## config.mk

```make
export PLATFORM = sky130hd
export DESIGN_NAME = change_trace_monitor
export DESIGN_NICKNAME = d
export VERILOG_FILES = /design/src/rtl/change_trace_monitor_pkg.sv /design/src/rtl/change_trace_monitor_fifo.sv /design/src/rtl/change_trace_monitor.sv
export SDC_FILE = /design/constraint.sdc
export NUM_CORES = 1
export LEC_CHECK = 0
export BUFFER_PORTS_ARGS = -buffer_cell sky130_fd_sc_hd__buf_2
export CAP_MARGIN = 20
export CORE_UTILIZATION = 40
export DETAILED_ROUTE_END_ITERATION = 16
export MAX_ROUTING_LAYER = met4
export PLACE_DENSITY = 0.64
export SLEW_MARGIN = 10
export SYNTH_ARGS = -nofsm -noshare
export SYNTH_HDL_FRONTEND = slang
export SYNTH_SLANG_ARGS = --single-unit
export TNS_END_PERCENT = 50
```

## constraint.sdc

```tcl
create_clock -name clk -period 5 [get_ports clk]
set_input_delay 1 -clock clk [delete_from_list [all_inputs] [get_ports clk]]
set_output_delay 1 -clock clk [all_outputs]
set_load 0.05 [all_outputs]
```

## src/rtl/change_trace_monitor_pkg.sv

```systemverilog
// trace_pkg: shared defaults, trace entry layout and saturating counter helper.
package trace_pkg;
  localparam int DATA_W_DEF = 4;
  localparam int TS_W_DEF   = 16;
  localparam int DEPTH_DEF  = 8;
  typedef struct packed {
    logic [TS_W_DEF-1:0]   ts;
    logic [DATA_W_DEF-1:0] data;
  } trace_entry_t;
  // Increments v, holding at the all-ones value of a w-bit counter.
  function automatic logic [31:0] sat_inc(input logic [31:0] v, input int w);
    logic [31:0] max;
    max = (32'd1 << w) - 32'd1;
    return (v >= max) ? v : v + 32'd1;
  endfunction
endpackage

```

## src/rtl/change_trace_monitor_fifo.sv

```systemverilog
// sync_fifo: single-clock FIFO of trace entries with wrap-bit pointers.
module sync_fifo
  import trace_pkg::*;
#(
  parameter int WIDTH = $bits(trace_entry_t),
  parameter int DEPTH = DEPTH_DEF
) (
  input  logic                     clk,
  input  logic                     rst_n,
  input  logic                     i_push,
  input  logic                     i_pop,
  input  logic [WIDTH-1:0]         i_wdata,
  output logic [WIDTH-1:0]         o_rdata,
  output logic                     o_full,
  output logic                     o_empty,
  output logic [$clog2(DEPTH):0]   o_level
);
  localparam int AW = $clog2(DEPTH);
  logic [WIDTH-1:0] r_mem [DEPTH];
  logic [AW:0]      r_wr, r_rd;
  always_ff @(posedge clk or negedge rst_n) begin
    if (!rst_n) begin
      r_wr <= '0;
      r_rd <= '0;
    end else begin
      if (i_push) r_wr <= r_wr + 1'b1;
      if (i_pop) r_rd <= r_rd + 1'b1;
    end
  end
  always_ff @(posedge clk) begin
    if (i_push) r_mem[r_wr[AW-1:0]] <= i_wdata;
  end
  assign o_rdata = r_mem[r_rd[AW-1:0]];
  assign o_empty = r_wr == r_rd;
  assign o_full  = (r_wr[AW] != r_rd[AW]) && (r_wr[AW-1:0] == r_rd[AW-1:0]);
  assign o_level = r_wr - r_rd;
endmodule

```

## src/rtl/change_trace_monitor.sv

```systemverilog
// change_trace_monitor: records {timestamp, value} on every change of a watched bus.
module change_trace_monitor
  import trace_pkg::*;
#(
  parameter int DATA_W = DATA_W_DEF,
  parameter int TS_W   = TS_W_DEF,
  parameter int DEPTH  = DEPTH_DEF,
  parameter int DROP_W = 8
) (
  input  logic                     clk,
  input  logic                     rst_n,
  input  logic                     en_i,
  input  logic                     clear_i,
  input  logic [DATA_W-1:0]        data_i,
  output logic                     out_valid_o,
  input  logic                     out_ready_i,
  output logic [DATA_W-1:0]        out_data_o,
  output logic [TS_W-1:0]          out_ts_o,
  output logic                     out_bit0_o,
  output logic                     overflow_o,
  output logic [DROP_W-1:0]        drop_cnt_o,
  output logic [$clog2(DEPTH):0]   level_o
);
  localparam int EW = TS_W + DATA_W;
  logic [TS_W-1:0]   r_ts;
  logic [DATA_W-1:0] r_prev;
  logic              r_first, r_ovf;
  logic [DROP_W-1:0] r_drop;
  logic              w_evt, w_full, w_empty, w_pop, w_push, w_drop;
  logic [EW-1:0]     w_head;
  assign w_evt  = en_i & (r_first | (data_i != r_prev));
  assign w_pop  = ~w_empty & out_ready_i;
  // A pop in the same cycle frees the slot, so a full FIFO still accepts.
  assign w_push = w_evt & (~w_full | w_pop);
  assign w_drop = w_evt & w_full & ~w_pop;
  always_ff @(posedge clk or negedge rst_n) begin
    if (!rst_n) begin
      r_ts    <= '0;
      r_prev  <= '0;
      r_first <= 1'b1;
      r_ovf   <= 1'b0;
      r_drop  <= '0;
    end else begin
      r_ts    <= r_ts + 1'b1;
      if (w_evt) r_prev <= data_i;
      r_first <= clear_i | (r_first & ~w_evt);
      r_ovf   <= ~clear_i & (r_ovf | w_drop);
      r_drop  <= clear_i ? '0 : w_drop ? DROP_W'(sat_inc(32'(r_drop), DROP_W)) : r_drop;
    end
  end
  sync_fifo #(.WIDTH(EW), .DEPTH(DEPTH)) u_fifo (
    .clk     (clk),
    .rst_n   (rst_n),
    .i_push  (w_push),
    .i_pop   (w_pop),
    .i_wdata ({r_ts, data_i}),
    .o_rdata (w_head),
    .o_full  (w_full),
    .o_empty (w_empty),
    .o_level (level_o)
  );
  assign out_valid_o = ~w_empty;
  assign out_ts_o    = w_empty ? '0 : w_head[EW-1:DATA_W];
  assign out_data_o  = w_empty ? '0 : w_head[DATA_W-1:0];
  assign out_bit0_o  = out_data_o[0];
  assign overflow_o  = r_ovf;
  assign drop_cnt_o  = r_drop;
endmodule

```

After elaboration in Yosys (flattened, before gate mapping) --
Memory sizes are Yosys's and may differ from the RTL's. Index checks and enable logic that the tools add are counted.
Operators by class: add/subtract/negate cells 5, $lt $le $gt $ge 1, equal/unequal tests 5, muxes and demuxes 7, bitwise operators 16, reductions and logical operators 3
Operator list (number):
- $mux W8 | 3
- $add A16 B1 Y16 const B | 1
- $mux W16 | 1
- $add A4 B1 Y4 const B | 2
- $add A8 B1 Y8 const B | 1
- $ge A8 B8 Y1 const B | 1
- $and A1 B1 Y1 | 7
- $not A1 Y1 | 5
- $eq A4 B4 Y1 | 1
- $mux W4 | 1
- $ne A4 B4 Y1 | 1
- $or A1 B1 Y1 | 4
- $sub A4 B4 Y4 | 1
- $eq A3 B3 Y1 | 1
- $mux W1 | 2
- $ne A2 B2 Y1 const B | 1
- $reduce_and A2 Y1 | 1
- $reduce_bool A2 Y1 | 1
- $logic_and A1 B1 Y1 | 1
- $ne A1 B1 Y1 | 1
Storage, ports and cells: bits in registers 38, RAM bits 160, input bits 9, output and inout bits 35, logic and storage cells 45, memories kept 1
Memory list:
- u_fifo.r_mem | depth 8, width 20, rd ports 1, clocked after memory_dff 0, wr ports 1, line change_trace_monitor_fifo.sv:19 | logic [WIDTH-1:0] r_mem [DEPTH];

Longest topological paths before layout --
Gate-level depths: netlist of run 1.
depth in word-level cells 7, gate-level depth with buffers 10

Modules after synthesis --
A second synthesis of run 1 with hierarchy kept.
Unflattened totals: cell total of the unflattened synthesis 474, area, all modules 8119.0 µm²
By module, submodules not included:
- sync_fifo | instances 1, cells an instance 328, area an instance 6563.8 µm²
- change_trace_monitor | instances 1, cells an instance 146, area an instance 1555.2 µm²

Least setup slack after synthesis of run 1 --
Ideal clock, no wire load.
path kind reg-to-reg, from register u_fifo.r_rd[1], to memory u_fifo.r_mem[0][0] (netlist bit), enable pin, library setup time 0.448 ns, arrival 3.837 ns, data required time 4.552 ns, slack 0.715 ns, stages on the path, launching flop included 9, period minus slack after synthesis 4.285 ns, cells stage by stage dfrtp_1 > clkbuf_1 > clkbuf_1 > inv_1 > ha_1 > and4b_2 > nand2_1 > o311ai_4 > nor4_1
Between the ends: cells in the longest elaborated chain, start to end 7, elaborated cells on any way between the ends 10, those cells by class eq/ne: 2; mux: 2; bitwise: 5; reduce/logical: 1
RTL lines:
- start: declaration | line change_trace_monitor_fifo.sv:20 | logic [AW:0] r_wr, r_rd;
- start signal: assignment | line change_trace_monitor_fifo.sv:27 | if (i_pop) r_rd <= r_rd + 1'b1;
- $eq A4 B4 Y1 or $eq A3 B3 Y1 (tied branches) | line change_trace_monitor_fifo.sv:34, change_trace_monitor_fifo.sv:35
- $not A1 Y1 or $logic_and A1 B1 Y1 (tied branches) | line change_trace_monitor.sv:32, change_trace_monitor_fifo.sv:35
- $and A1 B1 Y1 or $not A1 Y1 (tied branches) | line change_trace_monitor.sv:32, change_trace_monitor.sv:34
- $or A1 B1 Y1 * | line change_trace_monitor.sv:34 | assign w_push = w_evt & (~w_full | w_pop);
- $and A1 B1 Y1 * | line change_trace_monitor.sv:34
- $mux W1 * | line change_trace_monitor_fifo.sv:31 | if (i_push) r_mem[r_wr[AW-1:0]] <= i_wdata;
- $mux W1 (not written as such) * | line change_trace_monitor_fifo.sv:31
- end: declaration | line change_trace_monitor_fifo.sv:19
Mark *: on every way between the ends. The rest lies on a longest branch, timed or not.

Worst setup path in the final report of run 1 --
from register u_fifo.r_rd[0], to output port out_data_o[3]
Between the ends: cells in the longest elaborated chain, start to end 2, elaborated cells on any way between the ends 3, those cells by class eq/ne: 1; mux: 1; memory: 1
RTL lines:
- $mem_v2 Z8 W20 or $eq A4 B4 Y1 (tied branches)
- $mux W4 * | line change_trace_monitor.sv:64 | assign out_data_o = w_empty ? '0 : w_head[DATA_W-1:0];
- end: declaration | line change_trace_monitor.sv:17 | output logic [DATA_W-1:0] out_data_o,
Marks and branches as above.

==> summary.md, run 1 <==
| Metric | Value |
|---|---|
| Flop and latch count out of synthesis | `198` |
| DIE WIDTH | `144 µm` |
| Row count | `51` |
| Clock transition at the registers of the reported paths | `60 ps` |
| Worst VDD drop | `0.000996 V` |
| Startpoint Class | `register` |
| Mapped Area | `8010 µm²` |
| Worst min path class | `reg2reg` |
| Area Growth Syn to Fin | `15.1%` |
| Crit path kind | `reg2out` |
| Leading cell types in the layout, fill and taps excluded | `edfxtp_1, nand2_1, buf_2` |
| # setup viols final | `0` |
| Core Footprint | `about 20000 µm²` |
| Synthesized instance count | `457` |
| N_diodes | `0` |
| Pin count of the biggest net entering global routing | `39` |
| Dominant synthesized flop cell | `edfxtp_1` |
| Fmax | `265 MHz` |
| Routability cong. | `roughly 0.78` |
| Worst path slowest cell | `dfrtp_2` |
| ANT nets after route | `0` |
| TritonCTS clock tree | `built` |
| IO buf count | `43` |
| Post-synth ARST share | `19.2%` |
| Max Transition Viols Final | `0` |
| Post-Synth Adder-Cell Area | `1.34%` |
| Complex-gate fraction of the synthesized area | `2.81%` |
| Antenna violations before repair | `0` |
| Leak Pwr | `3.29 nW` |
| Synth Area in XOR/XNOR | `3.16%` |
| Cells resized by post-CTS repair | `0` |
| Worst Skew | `6.95 ps` |
| Pwr/cell area | `638 nW/µm²` |
| Wire per inst | `19.5 µm` |
| Sequential area share after synthesis | `between 70 and 80%` |
| CTS sink count | `198` |
| Remaining Overflow, GRT | `0` |
| Setup bufs post-CTS | `0` |
| Clock root buffer | `clkbuf_16` |
| Fin area | `9220 µm²` |
| Vias per cell | `5.26` |
| Share of cells above drive strength 1 | `28.7%` |
| Drt initial violations | `240` |
| Syn Nets | `474` |
| Slew @ Worst Pin | `914 ps` |
| Overall power | `5.88 mW` |
| Status | `completed` |
| Max cap viols | `0` |
| Clk_lat worst skew | `approximately 430 ps` |
| H-tree depth | `4` |
| Final #Nets | `530` |
| Simple-gate share of the synthesized area | `6.66%` |
| Post-synth EDFFs | `160` |
| IO Count | `44` |
| Final period util | `around 76%` |
| WL final | `approximately 15 mm` |
| First-pass GRT wire length | `24.2 mm` |
| Total global-route track usage | `16.9%` |
| Critical path endpoint category | `primary output` |
| Vias in the first global route | `around 4200` |
| Min Tclk post-route | `3780 ps` |
| DRC | `0` |
| TNS Setup | `0 ps` |
| Max FO, Critical Path | `26` |
| Total number of vias | `4159` |
| Total CTS buffers | `17` |
| Post-synthesis cell type count | `39` |
| Chip height | `144 µm` |
| Most common cell after layout, fill and taps aside | `edfxtp_1` |
| Critical Path, Cell by Cell | `buf_4, mux4_2, nand2_1, a21oi_1, buf_2` |
| Initial Util | `41.0%` |
| Cts hold-fix bufs | `0` |
| Placed Area | `8630 µm²` |
| RSZ-0062 raised after global routing | `false` |
| Max-slew headroom | `approximately 40%` |
| Largest family of logic cells by synthesized area | `multiplexers` |
| Drt first pass iters | `4` |
| WP data required | `4000 ps` |
| Final Hold Viols | `0` |
| Syn Area/Cell | `~18 µm²` |
| Crit path DAT | `2780 ps` |
| Post-synthesis mux area share | `12.6%` |
| Die ar. | `20600 µm²` |
| Slowest stage delay, CP | `770 ps` |
| Synth Warn # | `0` |
| Clock buffer depth | `2` |
| Final HPWL DP | `roughly 8.9 mm` |
## state kept, by name, summed over array words and instances, names as in the netlist
| register | cells |
|---|---|
| u_fifo.r_wr | 4 |
| u_fifo.r_mem | 160 |
| r_first | 1 |
| u_fifo.r_rd | 4 |
| overflow_o | 1 |
| drop_cnt_o | 8 |
| r_ts | 16 |
| r_prev | 4 |
## through the flow
stage,util (%),cells,hold WS (ps),worst slack (ps)
finish,47.2,791,524,1220
global route,47.2,791,536,977
CTS,47.2,791,527,1120
detailed placement,44.2,759,515,1600
global placement,44.2,759,507,1600
floorplan,-,457,493,715
## power by group
part / switching [mW] / leakage, nW / total (mW) / internal, mW
sequential: 0.162 / 1.98 / 2.17 / 2.01
combinational: 1.62 / 1.04 / 2.35 / 0.730
clock: 0.590 / 0.277 / 1.36 / 0.768
## worst max-delay path, delay by kind of cell, from the launching register on
family	cells	cell delay, ps
AND/OR/NAND/NOR	1	80
multiplexers	1	570
AO/OA/AOI/OAI	1	100
buffers and inverters	2	800
flip-flops	1	770
## path summary, 6_finish.rpt
kind	start	endpoint	slack, ps	cells past startpoint
min in group asynchronous	rst_n	drop_cnt_o[4]$_DFFE_PN0P_	700	1
min reg2reg	u_fifo.r_rd[3]$_DFFE_PN0P_	u_fifo.r_rd[3]$_DFFE_PN0P_	520	1
max	u_fifo.r_rd[0]$_DFFE_PN0P_	out_data_o[3]	1220	5
max in group asynchronous	rst_n	u_fifo.r_rd[0]$_DFFE_PN0P_	3660	1
max reg2reg	u_fifo.r_rd[0]$_DFFE_PN0P_	u_fifo.r_mem[7][2]$_DFFE_PP_	1760	6
min	u_fifo.r_rd[3]$_DFFE_PN0P_	u_fifo.r_rd[3]$_DFFE_PN0P_	520	1
## per-layer routing
metal  global-route usage [%]  up-vias  share of wire (%)
met5                        -        -                  0
met4                     5.99        0                1.2
met3                     3.97       14                4.2
met2                     26.1       93                 50
met1                     22.0     2176                 45
li1                         -     1876                  -
## synthesized netlist by cell type, types with 2 or more instances
cell      instances  area (µm²)
nor4_1            9        56.3
nand4_1           5        31.3
inv_1            11        41.3
nor2b_1           3        18.8
and3_1            5        31.3
clkbuf_1         14        52.6
a21oi_1          24         120
nor2_1           13        48.8
xor2_1           11        96.3
dfrtp_1          37         926
nand2b_1          2        12.5
or4_1             2        15.0
mux4_2           40         901
xnor2_1          16         140
ha_1              7        87.6
mux2_2            9         101
a21o_1            2        15.0
nand3_1          12        60.1
buf_2             4        20.0
nand2_1          52         195
o31ai_1           2        15.0
edfxtp_1        160        4800
## final cells by class
class | instances | area (µm²)
timing repair buffer | 56 | 313
inverter | 11 | 41.3
fill | 1696 | 10300
multi-input combinational | 229 | 2190
clock inverter | 10 | 120
tap | 265 | 332
clock buffer | 22 | 464
sequential | 198 | 5760
## cells by family (layout without fill, tap and decap cells)
family | Yosys count | in the layout
XOR/XNOR | 28 | 28
buffers and inverters | 30 | 99
flip-flops | 198 | 198
adder cells (fa/ha/maj) | 8 | 8
multiplexers | 50 | 50
AND/OR/NAND/NOR | 110 | 110
AO/OA/AOI/OAI | 33 | 33
Note: power is estimated with default switching activity, not from simulation.
==> inputs of run 2 (changes only) <==
Settings changed: ABC_AREA set to 1.
Clock period 5 ns to 3.7 ns, I/O delays scaled along.
==> summary.md, run 2 <==
| Metric | Value |
|---|---|
| Combinational Power Share | `44.8% (was 40.0%)` |
| NetSw | `3.75 mW (was 2.37 mW)` |
| Synthesized instance count | `696 (was 457)` |
| Worst VDD drop | `0.00160 V (was 0.000996 V)` |
| FILL cells | `1826 (was 1696)` |
| Cts hold-fix bufs | `0 (unchanged)` |
| Min Tclk post-route | `approximately 3200 ps` |
| Drt initial violations | `601 (was 240)` |
| WP data required | `2960 ps (was 4000 ps)` |
| Met3 Use GR | `3.45% (was 3.97%)` |
| RSZ-0062 raised after global routing | `false (unchanged)` |
| Fmax | `315 MHz` |
| Post-synth ARST share | `19.2% (unchanged)` |
| Leading cell types in the layout, fill and taps excluded | `edfxtp_1, nor2_1, o21ai_0 (was edfxtp_1, nand2_1, buf_2)` |
| Routability cong. | `0.766 (was 0.776)` |
| Core Footprint | `20200 µm² (was 19500 µm²)` |
| Sequential area share after synthesis | `70.0% (was 71.9%)` |
| Sw frac | `44.9% (was 40.3%)` |
| Sequential cell fraction of total power | `33.9% (was 36.9%)` |
| IO Count | `44 (unchanged)` |
| Largest register FFs | `160 (unchanged)` |
| Max-slew headroom | `40.8% (was 39.1%)` |
| Status | `completed (unchanged)` |
| Crit-path leading delay family | `buffers and inverters (unchanged)` |
| Total CTS buffers | `17 (unchanged)` |
| Post-synth EDFFs | `160 (unchanged)` |
| Most frequent cells after synthesis | `edfxtp_1, nor2_1, o21ai_0 (was edfxtp_1, nand2_1, mux4_2)` |
| Depth of the worst register-to-register path | `12 (was 6)` |
| Met1 Use GR | `24.8% (was 22.0%)` |
| Yosys top cell area share | `58.4% (was 60.0%)` |
| Syn Area/Cell | `11.8 µm² (was 17.5 µm²)` |
| Cells resized by post-CTS repair | `0 (unchanged)` |
| Syn Nets | `713 (was 474)` |
| Wire per inst | `17.8 µm (was 19.5 µm)` |
| Met2 usage | `28.3% (was 26.1%)` |
| Worst path slowest cell | `dfrtp_1 (was dfrtp_2)` |
| DIE WIDTH | `145 µm (was 144 µm)` |
| First-pass GRT wire length | `28.7 mm (was 24.2 mm)` |
| Pwr/cell area | `892 nW/µm² (was 638 nW/µm²)` |
| WP depth | `8 (was 5)` |
| Most Crowded Layer GR | `met2 (unchanged)` |
| Remaining Overflow, GRT | `0 (unchanged)` |
| Mapped Area | `8230 µm² (was 8010 µm²)` |
| TritonCTS clock tree | `built (unchanged)` |
| Cell repeated most along the worst path | `nor2_1` |
| WL final | `18.2 mm (was 15.4 mm)` |
| Drt first pass iters | `5 (was 4)` |
| Pin count of the biggest net entering global routing | `50 (was 39)` |
| Area Growth Syn to Fin | `13.6% (was 15.1%)` |
| Antenna violations before repair | `0 (unchanged)` |
| Clock buffer depth | `2 (unchanged)` |
| Crit path kind | `reg2out (unchanged)` |
| Worst Skew | `6.09 ps (was 6.95 ps)` |
| Max cap viols | `0 (unchanged)` |
| Total global-route track usage | `18.5% (was 16.9%)` |
| Chip height | `145 µm (was 144 µm)` |
| Clock transition at the registers of the reported paths | `70 ps (was 60 ps)` |
| Max Transition Viols Final | `0 (unchanged)` |
| Worst min path class | `in2async (was reg2reg)` |
| Flop and latch count out of synthesis | `198 (unchanged)` |
| Cell with the most instances after synthesis | `edfxtp_1 (unchanged)` |
| Final HPWL DP | `10.3 mm (was 8.92 mm)` |
| Total number of vias | `5293 (was 4159)` |
| Slowest stage delay, CP | `410 ps (was 770 ps)` |
| Die ar. | `21100 µm² (was 20600 µm²)` |
| TNS Setup | `0 ps (unchanged)` |
| IO buf count | `43 (unchanged)` |
| Final hold slack | `425 ps (was 524 ps)` |
| Clk_lat worst skew | `430 ps (about the same)` |
| Leak Pwr | `3.40 nW (was 3.29 nW)` |
| Internal | `4.59 mW (was 3.51 mW)` |
| Post-synthesis cell type count | `34 (was 39)` |
| Initial Util | `40.8% (was 41.0%)` |
| Utilization after layout | `46.3% (was 47.2%)` |
| Startpoint Class | `register (unchanged)` |
| Slew @ Worst Pin | `888 ps (was 914 ps)` |
| Setup bufs post-CTS | `0 (unchanged)` |
| Max FO, Critical Path | `24 (was 26)` |
| Share of cells above drive strength 1 | `15.0% (was 28.7%)` |
| Clock power frac | `21.3% (was 23.1%)` |
| H-tree depth | `4 (unchanged)` |
| Synth Warn # | `0 (unchanged)` |
| # setup viols final | `0 (unchanged)` |
| Top cells by area, synth | `edfxtp_1, dfrtp_1, nor2_1 (was edfxtp_1, dfrtp_1, mux4_2)` |
| Dominant synthesized flop cell | `edfxtp_1 (unchanged)` |
| DRC | `0 (unchanged)` |
| Row count | `52 (was 51)` |
| Clock root buffer | `clkbuf_16 (unchanged)` |
| Vias per cell | `5.17 (was 5.26)` |
| ANT nets after route | `0 (unchanged)` |
| CTS sink count | `198 (unchanged)` |
| Critical Path, Cell by Cell | `inv_1, ha_1, nand3_1, nor2_1, inv_2, o21ai_1, nor2_1, buf_2 (was buf_4, mux4_2, nand2_1, a21oi_1, buf_2)` |
| Largest area contributor in the netlist | `edfxtp_1 (unchanged)` |
| Final Hold Viols | `0 (unchanged)` |
| Vias in the first global route | `5198 (was 4242)` |
| Most common cell after layout, fill and taps aside | `edfxtp_1 (unchanged)` |
| WP buf/inv | `3 (was 2)` |
| Final #Nets | `758 (was 530)` |
| Final period util | `85.8%` |
| Crit path DAT | `2430 ps (was 2780 ps)` |
| Critical path endpoint category | `primary output (unchanged)` |
run 2: cell count changes in the layout (fill, tap and decap cells not counted), moves of 8 or more:
cell,previous run,this run
o21ai_0,0,93
inv_1,11,31
a21oi_1,24,5
nor2_2,1,11
xnor2_1,16,6
nand3_1,12,25
o21ai_1,0,16
mux4_2,40,0
mux2_2,9,1
o22ai_1,0,40
nor2_1,12,137
run 2: path summary, 6_finish.rpt:
check,from,endpoint,slack (ps)
max in group asynchronous,rst_n,u_fifo.r_rd[0]$_DFFE_PN0P_,2650
min reg2reg,r_first$_DFF_PN1_,r_first$_DFF_PN1_,510
min,rst_n,drop_cnt_o[5]$_DFFE_PN0P_,420
max,u_fifo.r_wr[0]$_DFFE_PN0P_,out_ts_o[4],530
min in group clk,r_first$_DFF_PN1_,r_first$_DFF_PN1_,510
max reg2reg,u_fifo.r_wr[0]$_DFFE_PN0P_,u_fifo.r_mem[4][3]$_DFFE_PP_,1320
run 2: per-layer routing:
layer	wire [µm]	up-vias	part of all wire [%]
li1	-	2542	-
met1	8440	2594	46
met2	8640	133	47
met3	831	24	4.6
met4	299	0	1.6
met5	0	-	0
run 2: cell type report:
| cell class | count | area [µm²] | share of cell area [%] |
|---|---|---|---|
| Clock buffer | 18 | 429 | 4.59 |
| Timing Repair Buffer | 60 | 355 | 3.80 |
| Antenna cell | 1 | 2.50 | 0.0268 |
| Multi-Input combinational cell | 429 | 2200 | 23.6 |
| Tap cell | 270 | 338 | 3.61 |
| Clock inverter | 13 | 131 | 1.41 |
| Inverter | 35 | 131 | 1.41 |
| Sequential cell | 198 | 5760 | 61.6 |
run 2: cell families (layout without fill, tap and decap cells):
kind of cell,count (synthesis),count (layout),share of synthesized area [%]
flops,198,198,70.0
other cells,0,1,0
fa+ha+maj,8,8,1.31
simple gates,242,242,12.5
mux,1,1,0.137
compound gates,155,155,10.1
xor+xnor,23,23,2.54
buf+inv,69,126,3.45
run 2: power by group through the flow:
stage,combinational (mW),sequential (mW),clock [mW]
2_1_floorplan,2.76,2.89,0
3_3_place_gp,3.74,2.87,0
3_5_place_dp,3.75,2.88,0
4_1_cts,3.76,2.83,1.80
5_1_grt,4.05,2.86,1.88
6_report,3.73,2.83,1.78
run 2: metrics by stage:
stage | setup slack, ps | area [µm²] | power [mW] | cells
4_1_cts | 484 | 9350 | 8.39 | 1023
6_report | 527 | 9350 | 8.34 | 1024
5_1_grt | 256 | 9350 | 8.79 | 1023
3_3_place_gp | 964 | 8780 | 6.61 | 992
3_5_place_dp | 962 | 8780 | 6.63 | 992
2_1_floorplan | 441 | 8230 | 5.65 | 696
==> inputs of run 3 (changes only) <==
Settings changed: SYNTH_HIERARCHICAL set to 1.
Clock period 3.7 ns to 3.3 ns, I/O delays scaled along.
==> summary.md, run 3 <==
| Metric | Value |
|---|---|
| R2R Setup Slk | `310 ps (was 1320 ps)` |
| Sequential area share after synthesis | `62.4% (was 70.0%)` |
| Clock transition at the registers of the reported paths | `70 ps (about the same)` |
| H-tree depth | `4 (unchanged)` |
| Total number of vias | `6000 (was 5293)` |
| Final hold slack | `352 ps (was 425 ps)` |
| WL final | `18.8 mm (was 18.2 mm)` |
| Flop and latch count out of synthesis | `198 (unchanged)` |
| Area Growth Syn to Fin | `11.8% (was 13.6%)` |
| Most common cell after layout, fill and taps aside | `nand2_1 (was edfxtp_1)` |
| Slew @ Worst Pin | `863 ps (was 888 ps)` |
| Pin count of the biggest net entering global routing | `74 (was 50)` |
| Synthesized instance count | `966 (was 696)` |
| Worst Skew | `10.8 ps (was 6.09 ps)` |
| ANT nets after route | `0 (unchanged)` |
| Final period util | `about nine tenths` |
| Vias in the first global route | `5753 (was 5198)` |
| Remaining Overflow, GRT | `0 (unchanged)` |
| Routability cong. | `0.800 (was 0.766)` |
| Syn Area/Cell | `9.55 µm² (was 11.8 µm²)` |
| Utilization after layout | `45.6% (was 46.3%)` |
| Post-synthesis cell type count | `31 (was 34)` |
| WP buf/inv | `1 (was 3)` |
| RSZ-0062 raised after global routing | `false (unchanged)` |
| First-pass GRT wire length | `30.4 mm (was 28.7 mm)` |
| Chip height | `154 µm (was 145 µm)` |
| Drt first pass iters | `4 (was 5)` |
| Top cells by area, synth | `edfxtp_1, nand2_1, dfrtp_1 (was edfxtp_1, dfrtp_1, nor2_1)` |
| Drt initial violations | `384 (was 601)` |
| TritonCTS clock tree | `built (unchanged)` |
| Cell repeated most along the worst path | `nor2_1 (unchanged)` |
| Placed cells | `1278 (was 992)` |
| Slowest stage delay, CP | `510 ps (was 410 ps)` |
| Max FO, Critical Path | `20 (was 24)` |
| Most frequent cells after synthesis | `nand2_1, inv_1, edfxtp_1 (was edfxtp_1, nor2_1, o21ai_0)` |
| Largest register FFs | `160 (unchanged)` |
| DRC | `0 (unchanged)` |
| Die ar. | `23700 µm² (was 21100 µm²)` |
| Post-synth EDFFs | `160 (unchanged)` |
| DIE WIDTH | `154 µm (was 145 µm)` |
| Overall power | `9.66 mW (was 8.34 mW)` |
| Syn Nets | `983 (was 713)` |
| Core Footprint | `22600 µm² (was 20200 µm²)` |
| FILL cells | `2095 (was 1826)` |
| TNS Setup | `0 ps (unchanged)` |
| Worst VDD drop | `0.000534 V (was 0.00160 V)` |
| Pwr/cell area | `936 nW/µm² (was 892 nW/µm²)` |
| RR Endpoint | `u_fifo/r_mem[3][10]$_DFFE_PP_ (was u_fifo.r_mem[4][3]$_DFFE_PP_)` |
| CTS sink count | `198 (unchanged)` |
| Final HPWL DP | `12.1 mm (was 10.3 mm)` |
| Post-synth ARST share | `19.2% (unchanged)` |
| Antenna violations before repair | `0 (unchanged)` |
| Wire per inst | `14.3 µm (was 17.8 µm)` |
| Fmax | `between 300 and 400 MHz` |
| Setup bufs post-CTS | `0 (unchanged)` |
| N_diodes | `0 (was 1)` |
| Depth of the worst register-to-register path | `9 (was 12)` |
| Critical path endpoint category | `register (was primary output)` |
| Startpoint Class | `register (unchanged)` |
| Worst path slowest cell | `dfrtp_2 (was dfrtp_1)` |
| Total global-route track usage | `17.3% (was 18.5%)` |
| IO Count | `44 (unchanged)` |
| WP data required | `3390 ps (was 2960 ps)` |
| Clk_lat worst skew | `420 ps (was 430 ps)` |
| Largest area contributor in the netlist | `edfxtp_1 (unchanged)` |
| Clock buffer depth | `2 (unchanged)` |
| Max-slew headroom | `42.5% (was 40.8%)` |
| IO buf count | `43 (unchanged)` |
| Dominant synthesized flop cell | `edfxtp_1 (unchanged)` |
| # setup viols final | `0 (unchanged)` |
| Leak Pwr | `4.94 nW (was 3.40 nW)` |
| Max cap viols | `0 (unchanged)` |
| Final #Nets | `1029 (was 758)` |
| Initial Util | `40.8% (about the same)` |
| Min Tclk post-route | `between 2000 and 3000 ps` |
| Share of cells above drive strength 1 | `12.0% (was 15.0%)` |
| Cell with the most instances after synthesis | `nand2_1 (was edfxtp_1)` |
| Clock root buffer | `clkbuf_16 (unchanged)` |
| Mapped Area | `9230 µm² (was 8230 µm²)` |
| Row count | `55 (was 52)` |
| FF-to-FF Start | `u_fifo/r_rd[0]$_DFFE_PN0P_ (was u_fifo.r_wr[0]$_DFFE_PN0P_)` |
| Yosys top cell area share | `52.1% (was 58.4%)` |
| Max Transition Viols Final | `0 (unchanged)` |
| Final Hold Viols | `0 (unchanged)` |
| Crit path kind | `reg2reg (was reg2out)` |
| Worst min path class | `in2async (unchanged)` |
| Final cell count without fillers | `1310 (was 1024)` |
| Total CTS buffers | `17 (unchanged)` |
| Crit-path leading delay family | `simple AND/OR/NAND/NOR gates (was buffers and inverters)` |
| Leading cell types in the layout, fill and taps excluded | `nand2_1, inv_1, edfxtp_1 (was edfxtp_1, nor2_1, o21ai_0)` |
| Synth Warn # | `6 (was 0)` |
| Vias per cell | `4.58 (was 5.17)` |
| Critical Path, Cell by Cell | `ha_1, nand3_1, nor2_2, nor2_1, nor2_1, nor2_1, nand2_1, nor2_2, buf_4 (was inv_1, ha_1, nand3_1, nor2_1, inv_2, o21ai_1, nor2_1, buf_2)` |
| Crit path DAT | `3070 ps (was 2430 ps)` |
| Status | `completed (unchanged)` |
run 3: cell types whose count changed in the layout (fill, tap and decap cells not counted), moves of 4 or more:
cell / before / now
nand2_1: 51 / 306
inv_1: 31 / 206
nor2_1: 137 / 36
o21ai_0: 93 / 5
nand3_1: 25 / 107
o22ai_1: 40 / 0
o21ai_1: 16 / 2
clkinv_1: 4 / 0
xor2_1: 16 / 20
run 3: worst max-delay path by stage:
stage	depth (start not counted)	from	end
after floorplan	11	u_fifo/r_rd[1]$_DFFE_PN0P_	u_fifo/r_mem[3][0]$_DFFE_PP_
after global placement	10	data_i[3]	u_fifo/r_mem[3][5]$_DFFE_PP_
after detailed placement	10	data_i[3]	u_fifo/r_mem[3][4]$_DFFE_PP_
after CTS	10	u_fifo/r_rd[0]$_DFFE_PN0P_	out_ts_o[4]
after global routing	9	u_fifo/r_rd[0]$_DFFE_PN0P_	u_fifo/r_mem[1][18]$_DFFE_PP_
final	9	u_fifo/r_rd[0]$_DFFE_PN0P_	u_fifo/r_mem[3][10]$_DFFE_PP_
run 3: layout make-up:
| class | count | area, µm² | area share, % |
|---|---|---|---|
| timing repair buffer | 62 | 374 | 3.63 |
| multi-input combinational | 523 | 2460 | 23.8 |
| clock buffer | 26 | 543 | 5.26 |
| inverter | 210 | 792 | 7.67 |
| sequential | 198 | 5760 | 55.8 |
| tap | 285 | 357 | 3.46 |
| clock inverter | 6 | 35.0 | 0.339 |
run 3: cells by family (layout without fill, tap and decap cells):
kind of cell	Yosys count	in the layout	synth area share, %
AOI/OAI and AO/OA	9	9	0.488
xor gates and xnor gates	28	28	2.74
adders and majority gates	8	8	1.17
buffers and inverters	245	304	11.2
DFF	198	198	62.4
and+or+nand+nor	478	478	22.0
run 3: repair_timing:
| action | in CTS | in global routing |
|---|---|---|
| resized for setup | 0 | 3 |
| setup endpoints to repair | 0 | 3 |
| hold buffers | 0 | 0 |
run 3: metrics by stage:
| step | worst slack, ps | cell area (µm²) |
|---|---|---|
| global route | 100 | 10300 |
| finish | 315 | 10300 |
| CTS | 141 | 10300 |
| global placement | 446 | 9740 |
| detailed placement | 372 | 9740 |
| floorplan | -37.0 | 9230 |
run 3: metal layers:
layer  global-route usage, %  part of all wire (%)
met5                       -                     0
met4                    5.71                   1.7
met3                    3.33                   4.2
met2                    26.8                    46
met1                    23.0                    48
run 3: report_power, final:
| group | internal [mW] | switching, mW |
|---|---|---|
| sequential | 3.05 | 0.138 |
| clock | 1.14 | 0.859 |
| combinational | 1.09 | 3.38 |
